### src/rtl/program_loader.sv
// Byte-stream loader for the instruction ROM. It holds the core in reset while an
// image streams in, pads the image to a word boundary, then releases the core after a settle delay.
module program_loader #(
    parameter int ADDR_W         = 8,
    parameter int MAX_BYTES      = 256,
    parameter int RELEASE_CYCLES = 2
) (
    input  logic              clk,
    input  logic              reset,
    input  logic              start,
    input  logic              in_valid,
    input  logic [7:0]        in_data,
    input  logic              in_last,
    output logic              in_ready,
    output logic              mem_we,
    output logic [ADDR_W-1:0] mem_addr,
    output logic [7:0]        mem_wdata,
    output logic              cpu_reset,
    output logic              load_done,
    output logic [ADDR_W:0]   byte_count,
    output logic              overflow_err
);

    localparam int CW = $clog2(RELEASE_CYCLES + 2);
    localparam logic [ADDR_W:0] MAX_CNT = (ADDR_W+1)'(MAX_BYTES);

    typedef enum logic [2:0] {IDLE, LOAD, PAD, SETTLE, RUN, ERROR} state_t;

    state_t          state, state_nxt;
    logic [ADDR_W:0] ptr, ptr_inc;
    logic [CW-1:0]   settle_cnt;
    logic            full, accept, pad_wr, clear;

    // The pointer is one bit wider than the ROM address so a full image ends at MAX_BYTES.
    assign ptr_inc = ptr + 1'b1;
    assign full    = (byte_count == MAX_CNT);

    always_ff @(posedge clk) begin
        if (reset) state <= IDLE;
        else       state <= state_nxt;
    end

    always_comb begin
        state_nxt    = state;
        in_ready     = 1'b0;
        cpu_reset    = 1'b1;
        load_done    = 1'b0;
        overflow_err = 1'b0;
        accept       = 1'b0;
        pad_wr       = 1'b0;
        clear        = 1'b0;
        case (state)
            IDLE: begin
                if (start) begin
                    clear     = 1'b1;
                    state_nxt = LOAD;
                end
            end
            LOAD: begin
                in_ready = 1'b1;
                // A byte offered once the image is full is dropped, even if it carries in_last.
                if (in_valid) begin
                    if (full) begin
                        state_nxt = ERROR;
                    end else begin
                        accept = 1'b1;
                        if (in_last) state_nxt = (ptr_inc[1:0] == 2'b00) ? SETTLE : PAD;
                    end
                end
            end
            PAD: begin
                pad_wr = 1'b1;
                if (ptr[1:0] == 2'b11) state_nxt = SETTLE;
            end
            SETTLE: begin
                // SETTLE is entered in the cycle the last write is visible, so counting
                // to RELEASE_CYCLES keeps cpu_reset high for that many cycles afterwards.
                if (settle_cnt == CW'(RELEASE_CYCLES)) state_nxt = RUN;
            end
            RUN: begin
                cpu_reset = 1'b0;
                load_done = 1'b1;
                if (start) begin
                    clear     = 1'b1;
                    state_nxt = LOAD;
                end
            end
            ERROR: begin
                overflow_err = 1'b1;
                if (start) begin
                    clear     = 1'b1;
                    state_nxt = LOAD;
                end
            end
            default: state_nxt = IDLE;
        endcase
    end

    always_ff @(posedge clk) begin
        if (reset) begin
            ptr        <= '0;
            byte_count <= '0;
            mem_we     <= 1'b0;
            mem_addr   <= '0;
            mem_wdata  <= '0;
            settle_cnt <= '0;
        end else begin
            mem_we <= accept | pad_wr;
            if (accept || pad_wr) begin
                mem_addr  <= ptr[ADDR_W-1:0];
                mem_wdata <= accept ? in_data : 8'h00;
                ptr       <= ptr_inc;
            end
            if (accept) byte_count <= byte_count + 1'b1;
            if (clear) begin
                ptr        <= '0;
                byte_count <= '0;
            end
            settle_cnt <= (state == SETTLE) ? settle_cnt + 1'b1 : '0;
        end
    end

endmodule

### config.mk
export PLATFORM = sky130hd
export DESIGN_NAME = program_loader
export DESIGN_NICKNAME = d
export VERILOG_FILES = /design/src/rtl/program_loader.sv
export SDC_FILE = /design/constraint.sdc
export NUM_CORES = 1
export LEC_CHECK = 0
export ABC_AREA = 0
export CORE_MARGIN = 5
export CORE_UTILIZATION = 30
export CTS_CLUSTER_DIAMETER = 150
export DETAILED_ROUTE_END_ITERATION = 7
export PLACE_DENSITY = 0.51
export SLEW_MARGIN = 10
export SYNTH_ARGS = -nofsm -noshare
export SYNTH_HDL_FRONTEND = slang
export SYNTH_SLANG_ARGS = --single-unit
### constraint.sdc
create_clock -name clk -period 2.33 [get_ports clk]
set_input_delay 0.466 -clock clk [delete_from_list [all_inputs] [get_ports clk]]
set_output_delay 0.466 -clock clk [all_outputs]
set_load 0.01 [all_outputs]
Word-level counts from Yosys, hierarchy flattened
Cells that the tools add are included.
- $add $sub $neg: 3
- equal/unequal tests: 13
- muxes and demuxes: 19
- bitwise logic cells: 2
- reductions and logical operators: 7
- operator list (kind ; number):
    9-bit by 1-bit adder with 9-bit output, second input constant ; 2
    3-bit two-way mux ; 6
    3-bit one-hot mux with 4 select lines ; 1
    1-bit two-way mux ; 11
    9-bit equality test, second input constant ; 1
    8-bit two-way mux ; 1
    3-bit by 2-bit equality test with 1-bit output, second input constant ; 2
    3-bit equality test, second input constant ; 2
    2-bit inequality test, second input constant ; 3
    5-bit AND reduction ; 1
    2-bit equality test, second input constant ; 2
    2-bit OR reduction ; 2
    3-bit by 1-bit equality test with 1-bit output, second input constant ; 1
    3-bit logical NOT ; 1
    3-bit inequality test, second input constant ; 1
    3-bit OR reduction ; 1
    2-bit by 1-bit adder with 2-bit output, second input constant ; 1
    2-bit logical NOT ; 1
    2-bit by 1-bit inequality test with 1-bit output, second input constant ; 1
    1-bit logical OR ; 1
    1-bit inverter ; 1
    1-bit OR ; 1
- bits in registers: 40
- bits of input ports: 13

Logic depth before layout (Yosys ltp)
Gate-level depths: netlist (run 1).
- depth in word-level cells: 7
- gate-level depth with buffers: 7
- gate-level depth less buffers: 6

Worst setup path before layout (run 1)
OpenSTA, ideal clock, no wires.
- path type: flip-flop to flip-flop
- from: register byte_count[6]
- to: register ptr[2]
- library setup time: 0.072 ns
- data arrival time: 1.588 ns
- data required time: 2.258 ns
- slack: 0.671 ns
- cell stages (with the launch flop): 6
- path buffers: 1
- period minus slack after synthesis: 1.659 ns
- path through: dfxtp_1 -> or4_4 -> o21a_4 -> buf_6 -> o21ai_2 -> mux2i_1
- word-level cells in the longest chain between the ends: 5
- ends and longest elaborated chain (what ; RTL line ; source):
    start, declared ; 20 ; output logic [ADDR_W:0] byte_count,
    start signal, assigned ; 114 ; if (accept) byte_count <= byte_count + 1'b1;
    9-bit equality test ; 36 ; assign full = (byte_count == MAX_CNT);
    1-bit two-way mux ; 63 ; if (full) begin
    1-bit two-way mux ; 62 ; if (in_valid) begin
    1-bit two-way mux ; 52 ; case (state)
    1-bit logical OR ; 109 ; if (accept || pad_wr) begin
    end signal, assigned ; 112 ; ptr <= ptr_inc;
    end, declared ; 30 ; logic [ADDR_W:0] ptr, ptr_inc;
No other way between the ends.
A chain may end at the register's enable or synchronous reset.

Worst setup path after layout (run 1)
- from: register state[0]
- to: output cpu_reset
- word-level cells in the longest chain between the ends: 2
- ends and longest elaborated chain (what ; RTL line ; source):
    start, declared ; 29 ; state_t state, state_nxt;
    start signal, assigned ; 40 ; else state <= state_nxt;
    3-bit equality test ; 52 ;
    1-bit two-way mux ; 52 ;
    end, declared ; 18 ; output logic cpu_reset,
No other way between the ends.

==> flow_summary_export.csv, run 1 <==
group,metric,value,unit
clock_tree,path_clk_slew,0.07,ns
drt,average_vias_per_placed_instance,4.96,
clock_tree,clkLatencyLatePin,0.29,ns
sta,fin_tns_setup,0,ns
placement,detailedPlacementHpwl,3110,um
placement,placedCellCount,329,
critical_path,timing.critical_path.required,1.86,ns
final_layout,multi_input_comb_area,1000,um2
global_route,vias_in_the_first_global_route,1522,
clock_tree,cts_setup_buffers,0,
critical_path,critPathMaxFanout,8,
drt,drt-total-wl,4460,um
sta,whs,0.417,ns
status,run_status,"completed",
clock_tree,clock_tree.root_cell,"sky130_fd_sc_hd__clkbuf_8",
sta,final-hold-violation-count,0,
global_route,gr-total-overflow,0,
logic_synthesis,yosys.area_share.adder,2.64,%
logic_synthesis,synth-edff-count,0,
power_and_ir_drop,switching_share,35.4,%
floorplan,floorplan.initialDensity,30.4,%
logic_synthesis,synth_simple_gate_area_share,24.8,%
sta,rsz0062_at_grt,"false",
power_and_ir_drop,total_switching_power,0.662,mW
drt,wire_per_inst,13.2,um
logic_synthesis,synth_top_family_by_area,"simple AND/OR/NAND/NOR gates",
logic_synthesis,syn_inst,217,
logic_synthesis,synth-compound-area-share,19.3,%
critical_path,timing_worst_setup_path_type,"reg2out",
placement,place_ws,0.170,ns
power_and_ir_drop,ir_drop,0.000261,V
sta,timing.final.setup_violations,0,
logic_synthesis,ys_warn_count,0,
clock_tree,clock_sinks,39,
min_path,worstHoldPathType,"reg2reg",
clock_tree,cts_max_level,2,
logic_synthesis,synth-xor-area-share,2.31,%
clock_tree,tritoncts,"yes",
power_and_ir_drop,cellPowerDensity,759,nW/um2
power_and_ir_drop,combinationalPowerShare,34.5,%
floorplan,num_rows,29,
sta,setup_ws,0.204,ns
placement,gp_routability_congestion,0.714,
final_layout,flow.area_growth_from_synthesis,29.7,%
global_route,grt_antenna_before_repair,0,
logic_synthesis,avg_synthesized_cell_area,8.74,um2
global_route,groute.usage.overall,11.6,%
placement,portBuffers,42,
critical_path,setup.worst_path.end_class,"output pin",
sta,actual_transition_at_the_worst_max_transition_pin,0.467,ns
logic_synthesis,synthFlopType,"sky130_fd_sc_hd__dfxtp_1",
clock_tree,cts_made_buffers,5,
drt,route.vias.total,1673,
global_route,grt_pass1_wl,7310,um
clock_tree,cts-root-to-sink-buffers,2,
global_route,pin_count_of_the_biggest_net_entering_global_routing,24,
sta,slew_violations,0,
final_layout,antennaDiodeCount,0,
logic_synthesis,synth_nets,234,
power_and_ir_drop,sequentialPowerShare,41.6,%
drt,antenna_violating_nets_post_route,0,
logic_synthesis,synth.cell_area,1900,um2
clock_tree,cts.hold.buffers_added,0,
power_and_ir_drop,clockPowerShare,23.9,%
floorplan,io-pin-count,43,
logic_synthesis,synth.ff_latch_count,39,
final_layout,num-nets-final,276,
drt,drt_first_pass_iters,4,
floorplan,die_area,8010,um2
drt,detail_route.iter0.violations,68,
final_layout,fillerInstances,657,
sta,slew_headroom,68.8,%
critical_path,arrival,1.66,ns
logic_synthesis,synth.mux.area_fraction,3.76,%
job,maxCapViolCount,0,
final_layout,final_cell_count_no_fill,337,
floorplan,die_w,89.5,um
final_layout,drive_above_1_share,10.0,%
logic_synthesis,synth_cell_types,47,
sta,period_share,91.3,%
floorplan,die_y,89.5,um
sta,final.setup_skew,0.00712,ns
power_and_ir_drop,cell_internal_pwr,1.21,mW
floorplan,total_core_area,6240,um2
sta,final_critical_delay_including_setup_and_external_delays,2.13,ns
final_layout,register_area,781,um2
drt,route.detailed.drc,0,
logic_synthesis,ys_seq_area_share,41.2,%
power_and_ir_drop,total_leakage_power,0.809,nW
sta,fmax,470,MHz
logic_synthesis,synth_async_sr_flop_share,0,%
clock_tree,cts_repair_resize_count,0,
critical_path,timing.critical_path.from_type,"flip-flop",
-- cell families (layout without fill, tap and decap cells) --
family          count (synthesis)  after routing
fa+ha+maj                       4              4
flops                          39             39
xor+xnor                        5              5
mux                             7              7
buf+inv                        21             64
simple gates                   86             86
compound gates                 55             55
-- final cells by class --
cell class,count,share of cell area (%)
repair buffers,48,18.9
clock inverters,2,0.509
inverters,8,1.22
multi-input cells,157,40.7
well taps,77,3.92
clock buffers,6,2.95
flip-flops and latches,39,31.7
-- synth_stat cells (2+ instances only) --
| cell type | instances | area, um2 |
|---|---|---|
| sky130_fd_sc_hd__and3_1 | 2 | 12.5 |
| sky130_fd_sc_hd__mux2i_1 | 6 | 60.1 |
| sky130_fd_sc_hd__o21ai_0 | 12 | 60.1 |
| sky130_fd_sc_hd__xnor2_1 | 3 | 26.3 |
| sky130_fd_sc_hd__nand3_1 | 21 | 105 |
| sky130_fd_sc_hd__o21ai_1 | 2 | 10.0 |
| sky130_fd_sc_hd__o211ai_1 | 2 | 15.0 |
| sky130_fd_sc_hd__or3_1 | 3 | 18.8 |
| sky130_fd_sc_hd__xor2_1 | 2 | 17.5 |
| sky130_fd_sc_hd__nor3_1 | 3 | 15.0 |
| sky130_fd_sc_hd__a21oi_1 | 25 | 125 |
| sky130_fd_sc_hd__nand4_1 | 4 | 25.0 |
| sky130_fd_sc_hd__nand2_1 | 24 | 90.1 |
| sky130_fd_sc_hd__clkbuf_1 | 7 | 26.3 |
| sky130_fd_sc_hd__ha_1 | 4 | 50.1 |
| sky130_fd_sc_hd__nor2_1 | 11 | 41.3 |
| sky130_fd_sc_hd__inv_1 | 8 | 30.0 |
| sky130_fd_sc_hd__dfxtp_1 | 39 | 781 |
| sky130_fd_sc_hd__buf_6 | 4 | 45.0 |
| sky130_fd_sc_hd__nand2b_1 | 8 | 50.1 |
-- critical path, stage by stage (launching register included) --
cell and delay, ns:
sky130_fd_sc_hd__dfxtp_1 0.45, sky130_fd_sc_hd__inv_1 0.13, sky130_fd_sc_hd__and3_1 0.22, sky130_fd_sc_hd__inv_1 0.05
sky130_fd_sc_hd__clkdlybuf4s50_1 0.52
-- stage by stage --
step           utilization [%]  total power [mW]  cell area (um2)
2_1_floorplan                -              1.25             1900
3_3_place_gp              38.1              1.44             2370
3_5_place_dp              38.1              1.44             2370
4_1_cts                   39.4              1.90             2460
5_1_grt                   39.4              2.00             2460
6_report                  39.4              1.87             2460
-- state kept, by name (all words and copies together) (netlist names) --
signal and count:
mem_wdata 8, byte_count 9, mem_we 1, state 3, settle_cnt 2, ptr 8
mem_addr 8
-- power groups by stage --
stage | Sequential, mW | Combinational (mW) | Clock [mW]
5_1_grt | 0.788 | 0.711 | 0.501
3_3_place_gp | 0.793 | 0.649 | 0
4_1_cts | 0.777 | 0.651 | 0.470
2_1_floorplan | 0.789 | 0.457 | 0
6_report | 0.777 | 0.644 | 0.447
3_5_place_dp | 0.792 | 0.647 | 0
-- cells in the final DEF (no fill, tap or decap), types with 6 or more instances in the layout --
cell type,instances
sky130_fd_sc_hd__nand3_1,21
sky130_fd_sc_hd__clkdlybuf4s50_1,42
sky130_fd_sc_hd__o21ai_0,12
sky130_fd_sc_hd__inv_1,8
sky130_fd_sc_hd__mux2i_1,6
sky130_fd_sc_hd__nand2_1,24
sky130_fd_sc_hd__nand2b_1,8
sky130_fd_sc_hd__nor2_1,11
sky130_fd_sc_hd__buf_4,6
sky130_fd_sc_hd__a21oi_1,25
sky130_fd_sc_hd__dfxtp_1,39
-- layer usage --
metal | routed length (um) | track usage, % | vias to the layer above | share of wire (%)
met3 | 287 | 3.78 | 6 | 6.4
met2 | 2020 | 17.8 | 31 | 45
met1 | 2090 | 15.4 | 785 | 47
met5 | 0 | 0 | - | 0
met4 | 60 | 4.06 | 0 | 1.3
li1 | - | - | 851 | -
-- final timing paths --
check | startpoint | to | slack [ns] | cells past startpoint
max | state[0] | cpu_reset | 0.20 | 4
min | settle_cnt[0] | settle_cnt[0] | 0.42 | 1
max reg2reg | byte_count[0] | mem_wdata[7] | 0.46 | 7
min reg2reg | settle_cnt[0] | settle_cnt[0] | 0.42 | 1
No activity file was read; power rests on OpenSTA's default activity.
==> run 2, diff against run 1 <==
--- a/config.mk
+++ b/config.mk
@@ -11,6 +11,7 @@
 export CTS_CLUSTER_DIAMETER = 150
 export DETAILED_ROUTE_END_ITERATION = 7
 export PLACE_DENSITY = 0.51
+export SKIP_CTS_REPAIR_TIMING = 1
 export SLEW_MARGIN = 10
 export SYNTH_ARGS = -nofsm -noshare
 export SYNTH_HDL_FRONTEND = slang
==> results of run 2 <==
The final DEF is identical to that of run 1; final timing and power are the same.
==> run 3, diff against run 2 <==
--- a/config.mk
+++ b/config.mk
@@ -10,6 +10,7 @@
 export CORE_UTILIZATION = 30
 export CTS_CLUSTER_DIAMETER = 150
 export DETAILED_ROUTE_END_ITERATION = 7
+export HOLD_SLACK_MARGIN = 0.12
 export PLACE_DENSITY = 0.51
 export SKIP_CTS_REPAIR_TIMING = 1
 export SLEW_MARGIN = 10
==> results of run 3 <==
The final DEF is identical to that of run 1; final timing and power are the same.
